==> src/rtl/des_pkg.sv <==
// DES tables (FIPS 46-3 bit numbering, 1 = MSB), permutation/S-box helpers and key schedule.
package des_pkg;

  typedef int unsigned ptab_t [64];
  typedef logic [1:16][1:48] subkeys_t;

  localparam ptab_t IP_T = '{
    58, 50, 42, 34, 26, 18, 10,  2,
    60, 52, 44, 36, 28, 20, 12,  4,
    62, 54, 46, 38, 30, 22, 14,  6,
    64, 56, 48, 40, 32, 24, 16,  8,
    57, 49, 41, 33, 25, 17,  9,  1,
    59, 51, 43, 35, 27, 19, 11,  3,
    61, 53, 45, 37, 29, 21, 13,  5,
    63, 55, 47, 39, 31, 23, 15,  7
  };

  localparam ptab_t FP_T = '{
    40,  8, 48, 16, 56, 24, 64, 32,
    39,  7, 47, 15, 55, 23, 63, 31,
    38,  6, 46, 14, 54, 22, 62, 30,
    37,  5, 45, 13, 53, 21, 61, 29,
    36,  4, 44, 12, 52, 20, 60, 28,
    35,  3, 43, 11, 51, 19, 59, 27,
    34,  2, 42, 10, 50, 18, 58, 26,
    33,  1, 41,  9, 49, 17, 57, 25
  };

  // Tables shorter than 64 entries are zero-padded; permute() never reads the padding.
  localparam ptab_t E_T = '{
    32,  1,  2,  3,  4,  5,  4,  5,
     6,  7,  8,  9,  8,  9, 10, 11,
    12, 13, 12, 13, 14, 15, 16, 17,
    16, 17, 18, 19, 20, 21, 20, 21,
    22, 23, 24, 25, 24, 25, 26, 27,
    28, 29, 28, 29, 30, 31, 32,  1,
     0,  0,  0,  0,  0,  0,  0,  0,
     0,  0,  0,  0,  0,  0,  0,  0
  };

  localparam ptab_t P_T = '{
    16,  7, 20, 21, 29, 12, 28, 17,
     1, 15, 23, 26,  5, 18, 31, 10,
     2,  8, 24, 14, 32, 27,  3,  9,
    19, 13, 30,  6, 22, 11,  4, 25,
     0,  0,  0,  0,  0,  0,  0,  0,
     0,  0,  0,  0,  0,  0,  0,  0,
     0,  0,  0,  0,  0,  0,  0,  0,
     0,  0,  0,  0,  0,  0,  0,  0
  };

  localparam ptab_t PC1_T = '{
    57, 49, 41, 33, 25, 17,  9,  1,
    58, 50, 42, 34, 26, 18, 10,  2,
    59, 51, 43, 35, 27, 19, 11,  3,
    60, 52, 44, 36, 63, 55, 47, 39,
    31, 23, 15,  7, 62, 54, 46, 38,
    30, 22, 14,  6, 61, 53, 45, 37,
    29, 21, 13,  5, 28, 20, 12,  4,
     0,  0,  0,  0,  0,  0,  0,  0
  };

  localparam ptab_t PC2_T = '{
    14, 17, 11, 24,  1,  5,  3, 28,
    15,  6, 21, 10, 23, 19, 12,  4,
    26,  8, 16,  7, 27, 20, 13,  2,
    41, 52, 31, 37, 47, 55, 30, 40,
    51, 45, 33, 48, 44, 49, 39, 56,
    34, 53, 46, 42, 50, 36, 29, 32,
     0,  0,  0,  0,  0,  0,  0,  0,
     0,  0,  0,  0,  0,  0,  0,  0
  };

  localparam int unsigned SHIFTS [16] = '{1, 1, 2, 2, 2, 2, 2, 2, 1, 2, 2, 2, 2, 2, 2, 1};

  localparam int unsigned SBOX [8][64] = '{
    '{14,  4, 13,  1,  2, 15, 11,  8,  3, 10,  6, 12,  5,  9,  0,  7,
       0, 15,  7,  4, 14,  2, 13,  1, 10,  6, 12, 11,  9,  5,  3,  8,
       4,  1, 14,  8, 13,  6,  2, 11, 15, 12,  9,  7,  3, 10,  5,  0,
      15, 12,  8,  2,  4,  9,  1,  7,  5, 11,  3, 14, 10,  0,  6, 13},
    '{15,  1,  8, 14,  6, 11,  3,  4,  9,  7,  2, 13, 12,  0,  5, 10,
       3, 13,  4,  7, 15,  2,  8, 14, 12,  0,  1, 10,  6,  9, 11,  5,
       0, 14,  7, 11, 10,  4, 13,  1,  5,  8, 12,  6,  9,  3,  2, 15,
      13,  8, 10,  1,  3, 15,  4,  2, 11,  6,  7, 12,  0,  5, 14,  9},
    '{10,  0,  9, 14,  6,  3, 15,  5,  1, 13, 12,  7, 11,  4,  2,  8,
      13,  7,  0,  9,  3,  4,  6, 10,  2,  8,  5, 14, 12, 11, 15,  1,
      13,  6,  4,  9,  8, 15,  3,  0, 11,  1,  2, 12,  5, 10, 14,  7,
       1, 10, 13,  0,  6,  9,  8,  7,  4, 15, 14,  3, 11,  5,  2, 12},
    '{ 7, 13, 14,  3,  0,  6,  9, 10,  1,  2,  8,  5, 11, 12,  4, 15,
      13,  8, 11,  5,  6, 15,  0,  3,  4,  7,  2, 12,  1, 10, 14,  9,
      10,  6,  9,  0, 12, 11,  7, 13, 15,  1,  3, 14,  5,  2,  8,  4,
       3, 15,  0,  6, 10,  1, 13,  8,  9,  4,  5, 11, 12,  7,  2, 14},
    '{ 2, 12,  4,  1,  7, 10, 11,  6,  8,  5,  3, 15, 13,  0, 14,  9,
      14, 11,  2, 12,  4,  7, 13,  1,  5,  0, 15, 10,  3,  9,  8,  6,
       4,  2,  1, 11, 10, 13,  7,  8, 15,  9, 12,  5,  6,  3,  0, 14,
      11,  8, 12,  7,  1, 14,  2, 13,  6, 15,  0,  9, 10,  4,  5,  3},
    '{12,  1, 10, 15,  9,  2,  6,  8,  0, 13,  3,  4, 14,  7,  5, 11,
      10, 15,  4,  2,  7, 12,  9,  5,  6,  1, 13, 14,  0, 11,  3,  8,
       9, 14, 15,  5,  2,  8, 12,  3,  7,  0,  4, 10,  1, 13, 11,  6,
       4,  3,  2, 12,  9,  5, 15, 10, 11, 14,  1,  7,  6,  0,  8, 13},
    '{ 4, 11,  2, 14, 15,  0,  8, 13,  3, 12,  9,  7,  5, 10,  6,  1,
      13,  0, 11,  7,  4,  9,  1, 10, 14,  3,  5, 12,  2, 15,  8,  6,
       1,  4, 11, 13, 12,  3,  7, 14, 10, 15,  6,  8,  0,  5,  9,  2,
       6, 11, 13,  8,  1,  4, 10,  7,  9,  5,  0, 15, 14,  2,  3, 12},
    '{13,  2,  8,  4,  6, 15, 11,  1, 10,  9,  3, 14,  5,  0, 12,  7,
       1, 15, 13,  8, 10,  3,  7,  4, 12,  5,  6, 11,  0, 14,  9,  2,
       7, 11,  4,  1,  9, 12, 14,  2,  0,  6, 10, 13, 15,  3,  5,  8,
       2,  1, 14,  7,  4, 10,  8, 13, 15, 12,  9,  0,  3,  5,  6, 11}
  };

  // Input and output are left-aligned: table entry j selects din bit j, first n outputs valid.
  function automatic logic [1:64] permute(input logic [1:64] din, input ptab_t tbl,
                                          input int unsigned n);
    logic [1:64] res;
    logic [6:0]  idx;
    logic        b;
    res = '0;
    idx = '0;
    for (int unsigned i = 0; i < 64; i++) begin
      b = 1'b0;
      if (i < n) begin
        idx = 7'(tbl[i]);
        b   = din[idx];
      end
      res = {res[2:64], b};
    end
    return res;
  endfunction

  function automatic logic [1:4] sbox(input logic [2:0] box, input logic [1:6] b);
    logic [5:0] idx;
    idx = {b[1], b[6], b[2:5]};
    return 4'(SBOX[box][idx]);
  endfunction

  function automatic subkeys_t key_schedule(input logic [1:64] key);
    subkeys_t    ks;
    logic [1:56] cd;
    logic [1:28] c, d;
    logic [1:48] kn;
    ks = '0;
    cd = 56'(permute(key, PC1_T, 56) >> 8);
    c  = cd[1:28];
    d  = cd[29:56];
    for (int unsigned i = 0; i < 16; i++) begin
      if (SHIFTS[i] == 1) begin
        c = {c[2:28], c[1]};
        d = {d[2:28], d[1]};
      end else begin
        c = {c[3:28], c[1:2]};
        d = {d[3:28], d[1:2]};
      end
      kn = 48'(permute({c, d, 8'h00}, PC2_T, 48) >> 16);
      ks = {ks[2:16], kn};
    end
    return ks;
  endfunction

endpackage

==> src/rtl/des_round.sv <==
// One DES Feistel round: L' = R, R' = L ^ f(R, K), with f = P(S(E(R) ^ K)).
module des_round
  import des_pkg::*;
(
  input  logic [1:32] l,
  input  logic [1:32] r,
  input  logic [1:48] subkey,
  output logic [1:32] l_next,
  output logic [1:32] r_next
);

  logic [1:48] x;
  logic [1:32] s;

  assign x = 48'(permute({r, 32'h0}, E_T, 48) >> 16) ^ subkey;

  for (genvar b = 0; b < 8; b++) begin : g_sbox
    assign s[4*b+1 +: 4] = sbox(3'(b), x[6*b+1 +: 6]);
  end

  assign l_next = r;
  assign r_next = l ^ 32'(permute({s, 32'h0}, P_T, 32) >> 32);

endmodule

==> src/rtl/des.sv <==
// Fully unrolled single-block DES encryptor; optional round-trip decryptor built when
// DES_DECRYPT_EN is defined (otherwise Decrypt is tied to zero).
module des
  import des_pkg::*;
(
  input  logic        clk,
  input  logic        rst_n,
  input  logic [1:64] key,
  input  logic [1:64] msg,
  output logic [1:64] Encrypt,
  output logic [1:64] Decrypt
);

  subkeys_t    ks_enc;
  logic [1:64] ip_enc;
  logic [1:64] ct;
  logic [1:32] l_enc [17];
  logic [1:32] r_enc [17];

  assign ks_enc   = key_schedule(key);
  assign ip_enc   = permute(msg, IP_T, 64);
  assign l_enc[0] = ip_enc[1:32];
  assign r_enc[0] = ip_enc[33:64];

  for (genvar i = 0; i < 16; i++) begin : g_enc
    des_round u_round (
      .l      (l_enc[i]),
      .r      (r_enc[i]),
      .subkey (ks_enc[i+1]),
      .l_next (l_enc[i+1]),
      .r_next (r_enc[i+1])
    );
  end

  assign ct = permute({r_enc[16], l_enc[16]}, FP_T, 64);

  always_ff @(posedge clk or negedge rst_n) begin
    if (!rst_n) Encrypt <= '0;
    else        Encrypt <= ct;
  end

`ifdef DES_DECRYPT_EN
  subkeys_t    ks_dec;
  logic [1:64] key_d;
  logic [1:64] ip_dec;
  logic [1:64] pt;
  logic [1:32] l_dec [17];
  logic [1:32] r_dec [17];
  logic        primed;

  assign ks_dec   = key_schedule(key_d);
  assign ip_dec   = permute(Encrypt, IP_T, 64);
  assign l_dec[0] = ip_dec[1:32];
  assign r_dec[0] = ip_dec[33:64];

  for (genvar i = 0; i < 16; i++) begin : g_dec
    des_round u_round (
      .l      (l_dec[i]),
      .r      (r_dec[i]),
      .subkey (ks_dec[16-i]),
      .l_next (l_dec[i+1]),
      .r_next (r_dec[i+1])
    );
  end

  assign pt = permute({r_dec[16], l_dec[16]}, FP_T, 64);

  // Encrypt is only a real block one edge after reset; until then dec(0, 0) is nonzero,
  // so primed holds Decrypt at zero for that first edge.
  always_ff @(posedge clk or negedge rst_n) begin
    if (!rst_n) begin
      key_d   <= '0;
      primed  <= 1'b0;
      Decrypt <= '0;
    end else begin
      key_d   <= key;
      primed  <= 1'b1;
      Decrypt <= primed ? pt : '0;
    end
  end
`else
  assign Decrypt = '0;
`endif

endmodule

==> config.mk <==
export PLATFORM = sky130hd
export DESIGN_NAME = des
export DESIGN_NICKNAME = d
export VERILOG_FILES = /design/src/rtl/des_pkg.sv /design/src/rtl/des_round.sv /design/src/rtl/des.sv
export SDC_FILE = /design/constraint.sdc
export NUM_CORES = 2
export LEC_CHECK = 0
export BUFFER_PORTS_ARGS = -buffer_cell sky130_fd_sc_hd__buf_2
export CAP_MARGIN = 20
export CELL_PAD_IN_SITES_DETAIL_PLACEMENT = 0
export CELL_PAD_IN_SITES_GLOBAL_PLACEMENT = 1
export CORE_MARGIN = 2
export CORE_UTILIZATION = 40
export CTS_BUF_LIST = sky130_fd_sc_hd__clkbuf_8 sky130_fd_sc_hd__clkbuf_16
export CTS_CLUSTER_SIZE = 14
export DETAILED_ROUTE_END_ITERATION = 10
export PLACE_DENSITY_LB_ADDON = 0.1
export SETUP_SLACK_MARGIN = 0.1
export SYNTH_ARGS = -nofsm -noshare
export SYNTH_HDL_FRONTEND = slang
export SYNTH_HIERARCHICAL = 1
export SYNTH_SLANG_ARGS = --single-unit
export TNS_END_PERCENT = 1
==> constraint.sdc <==
create_clock -name clk -period 0.8 [get_ports clk]
set_clock_uncertainty 0.15 [all_clocks]
set_input_delay 0.12 -clock clk [delete_from_list [all_inputs] [get_ports clk]]
set_output_delay 0.12 -clock clk [all_outputs]
set_load 0.01 [all_outputs]
==> results.txt <==
First-pass GRT wire length = 669.8 mm
YS warnings = 6
Final GP Congestion = 1.014
Mean Syn Cell Area = 7.840 µm²
Drt total wl = 453.8 mm
Crit path top cell by count = buf_4
Synth Instances = 11913
Number of synthesized register bits = 64
Crit path launch type = primary input
Starting Density = 40.20%
Largest registers = Encrypt x64
Die Wd = 487.2 µm
Slew headroom = 27.33%
Total congestion overflow = 0
Placed Instances = 18897
Total GRT Usage = 36.66%
H-tree depth = 3
Top-Level Pins = 258
Final worst-path cycle share = 3623%
Worst slew pin tran = 1.090 ns
Initial antenna violation count = 14
CTS Hold Bufs = 1
Vias in the first global route = 106951
DR vias/cell = 5.778
Clk root buf = clkbuf_16
Drt pass-1 iters = 8
Clock slew at reported path FFs = 0.07 ns
Final hold viol count = 64
Starting DRT DRC Count = 9459
DR vias = 110978
Min-Delay Path Class = in2async
Worst path max stage delay = 0.54 ns
Failing checks = negative hold slack, negative setup slack
Total of max-cap violations = 0
Share of the yosys chip area belonging to registers = 1.715%
Core area = 232300 µm²
Largest register FFs = 64
Worst endpoint data arrival time = 29.11 ns
Finished Layout Cells = 19206
Post-Syn Area = 93390 µm²
Row count = 177
Largest net degree at the start of global routing = 29
Asr flop ratio synth = 100.0%
Critical Path Source = key[15]
Setup violations, final = 128
Crit. End Element = flop
Critical Path End = Encrypt[4]
Most flops, register = Encrypt
Setup slack after layout = -28.18 ns
Max-slew violation count = 0
Drt wl/cell = 23.63 µm
RSZ-0062 raised after global routing = yes
Die area = 237400 µm²
CP max stage cell = mux4_2
Hold Worst Slack = -0.4864 ns
Crit-path max FO = 11
Worst Path Required = 0.93 ns
CTS buffer count = 9
Die Ht = 487.2 µm
EDFF count, synth = 0
Routed Antenna Nets = 0
Fmax = 34.51 MHz
Fin nets = 17269
Ys flop type = dfrtp_1
Port Buffers = 185
CTS tree = yes
# DRC = 0
Crit path time final = 28.98 ns
Clk sinks = 64
Status = finished, violations left
Count of different cell masters after synthesis = 76
Area Growth Syn to Fin = 50.15%
Crit path kind = in2reg
Share of cells above drive strength 1 = 43.62%
Max clock buf depth = 2
Dpl hpwl = 370.3 mm
Finished Core Util = 60.36%
==> repair_timing <==
item                       in CTS  in global routing
resized for setup             686                414
cloned                          1                  0
pin swaps                     241                207
hold endpoints to repair       64                 64
buffers inserted              183                 98
setup endpoints to repair     128                192
==> Yosys cell counts, types with 380 or more instances <==
master    instances  share of area (%)
xnor2_1        1044                9.8
ha_1            992                 13
nand2_1         938                3.8
xor2_1          744                7.0
nor2_1          673                2.7
o21ai_0         611                3.3
buf_4           607                4.9
a211oi_1        558                4.5
a21oi_1         542                2.9
inv_1           502                2.0
mux2i_1         456                4.9
o211ai_1        420                3.4
nor3_1          409                2.2
mux4_2          383                9.2
nand3_1         380                2.0
==> worst max-delay path: cells and delay by family <==
family                     cells  cell delay [ns]
AOI/OAI and AO/OA             24             4.13
xor gates and xnor gates      35             6.77
adders and majority gates     12             2.57
buffers and inverters         45             6.51
muxes                         18             6.96
and+or+nand+nor               15             2.02
==> layer usage <==
| metal | global-route usage [%] | routed length, µm |
|---|---|---|
| met5 | 0 | 44 |
| met4 | 23.62 | 35260 |
| met3 | 6.088 | 35090 |
| met2 | 57.72 | 201600 |
| met1 | 46.30 | 181900 |
==> cells by family after synthesis <==
family,Yosys count,share of synthesized area [%]
buffers and inverters,1845,10.39
adders and majority gates,992,13.29
muxes,891,15.55
AOI/OAI and AO/OA,3388,24.65
and+or+nand+nor,2659,12.48
xor gates and xnor gates,2073,21.92
DFF,64,1.715
other,1,0.004015
==> cell type report <==
cell class                 count  area, µm²
antenna                       11      27.53
clock inverter                 7      125.1
clock buffer                   9      225.2
fill                       21148      92090
tap                         3043       3807
inverter                     607       2385
sequential                    64       1603
multi-input combinational  10068      90160
timing repair buffer        5397      41900
==> worst min path at each step <==
stage / startpoint / endpoint / slack, ns
floorplan: rst_n / Encrypt[10] / -0.33
global placement: rst_n / Encrypt[21] / -0.18
detailed placement: rst_n / Encrypt[21] / -0.17
CTS: rst_n / Encrypt[21] / 0.13
global route: rst_n / Encrypt[21] / -0.49
finish: rst_n / Encrypt[21] / -0.49
==> metrics by stage <==
stage          setup slack, ns  cell area, µm²  setup TNS, ns
6_report                -28.18          140200       -1771.92
5_1_grt                 -29.54          140200       -1859.55
2_1_floorplan           -27.56           95560       -1710.24
3_3_place_gp            -31.00          131000       -1917.46
4_1_cts                 -27.99          137100       -1779.81
3_5_place_dp            -31.07          131000       -1918.54
==> cell usage in the layout, fill, tap and decap left out, types with 379 or more instances in the layout <==
| cell | count |
|---|---|
| a211oi_1 | 524 |
| a21oi_1 | 522 |
| buf_4 | 5025 |
| ha_1 | 868 |
| inv_1 | 444 |
| mux2i_1 | 424 |
| mux4_2 | 396 |
| nand2_1 | 936 |
| nand3_1 | 379 |
| nor2_1 | 660 |
| nor3_1 | 387 |
| o211ai_1 | 420 |
| o21ai_0 | 554 |
| xnor2_1 | 833 |
| xor2_1 | 530 |
Power is left out: the tool's default activity adds up to more than one toggle a clock period on the data nets, which glitch-free logic cannot reach.
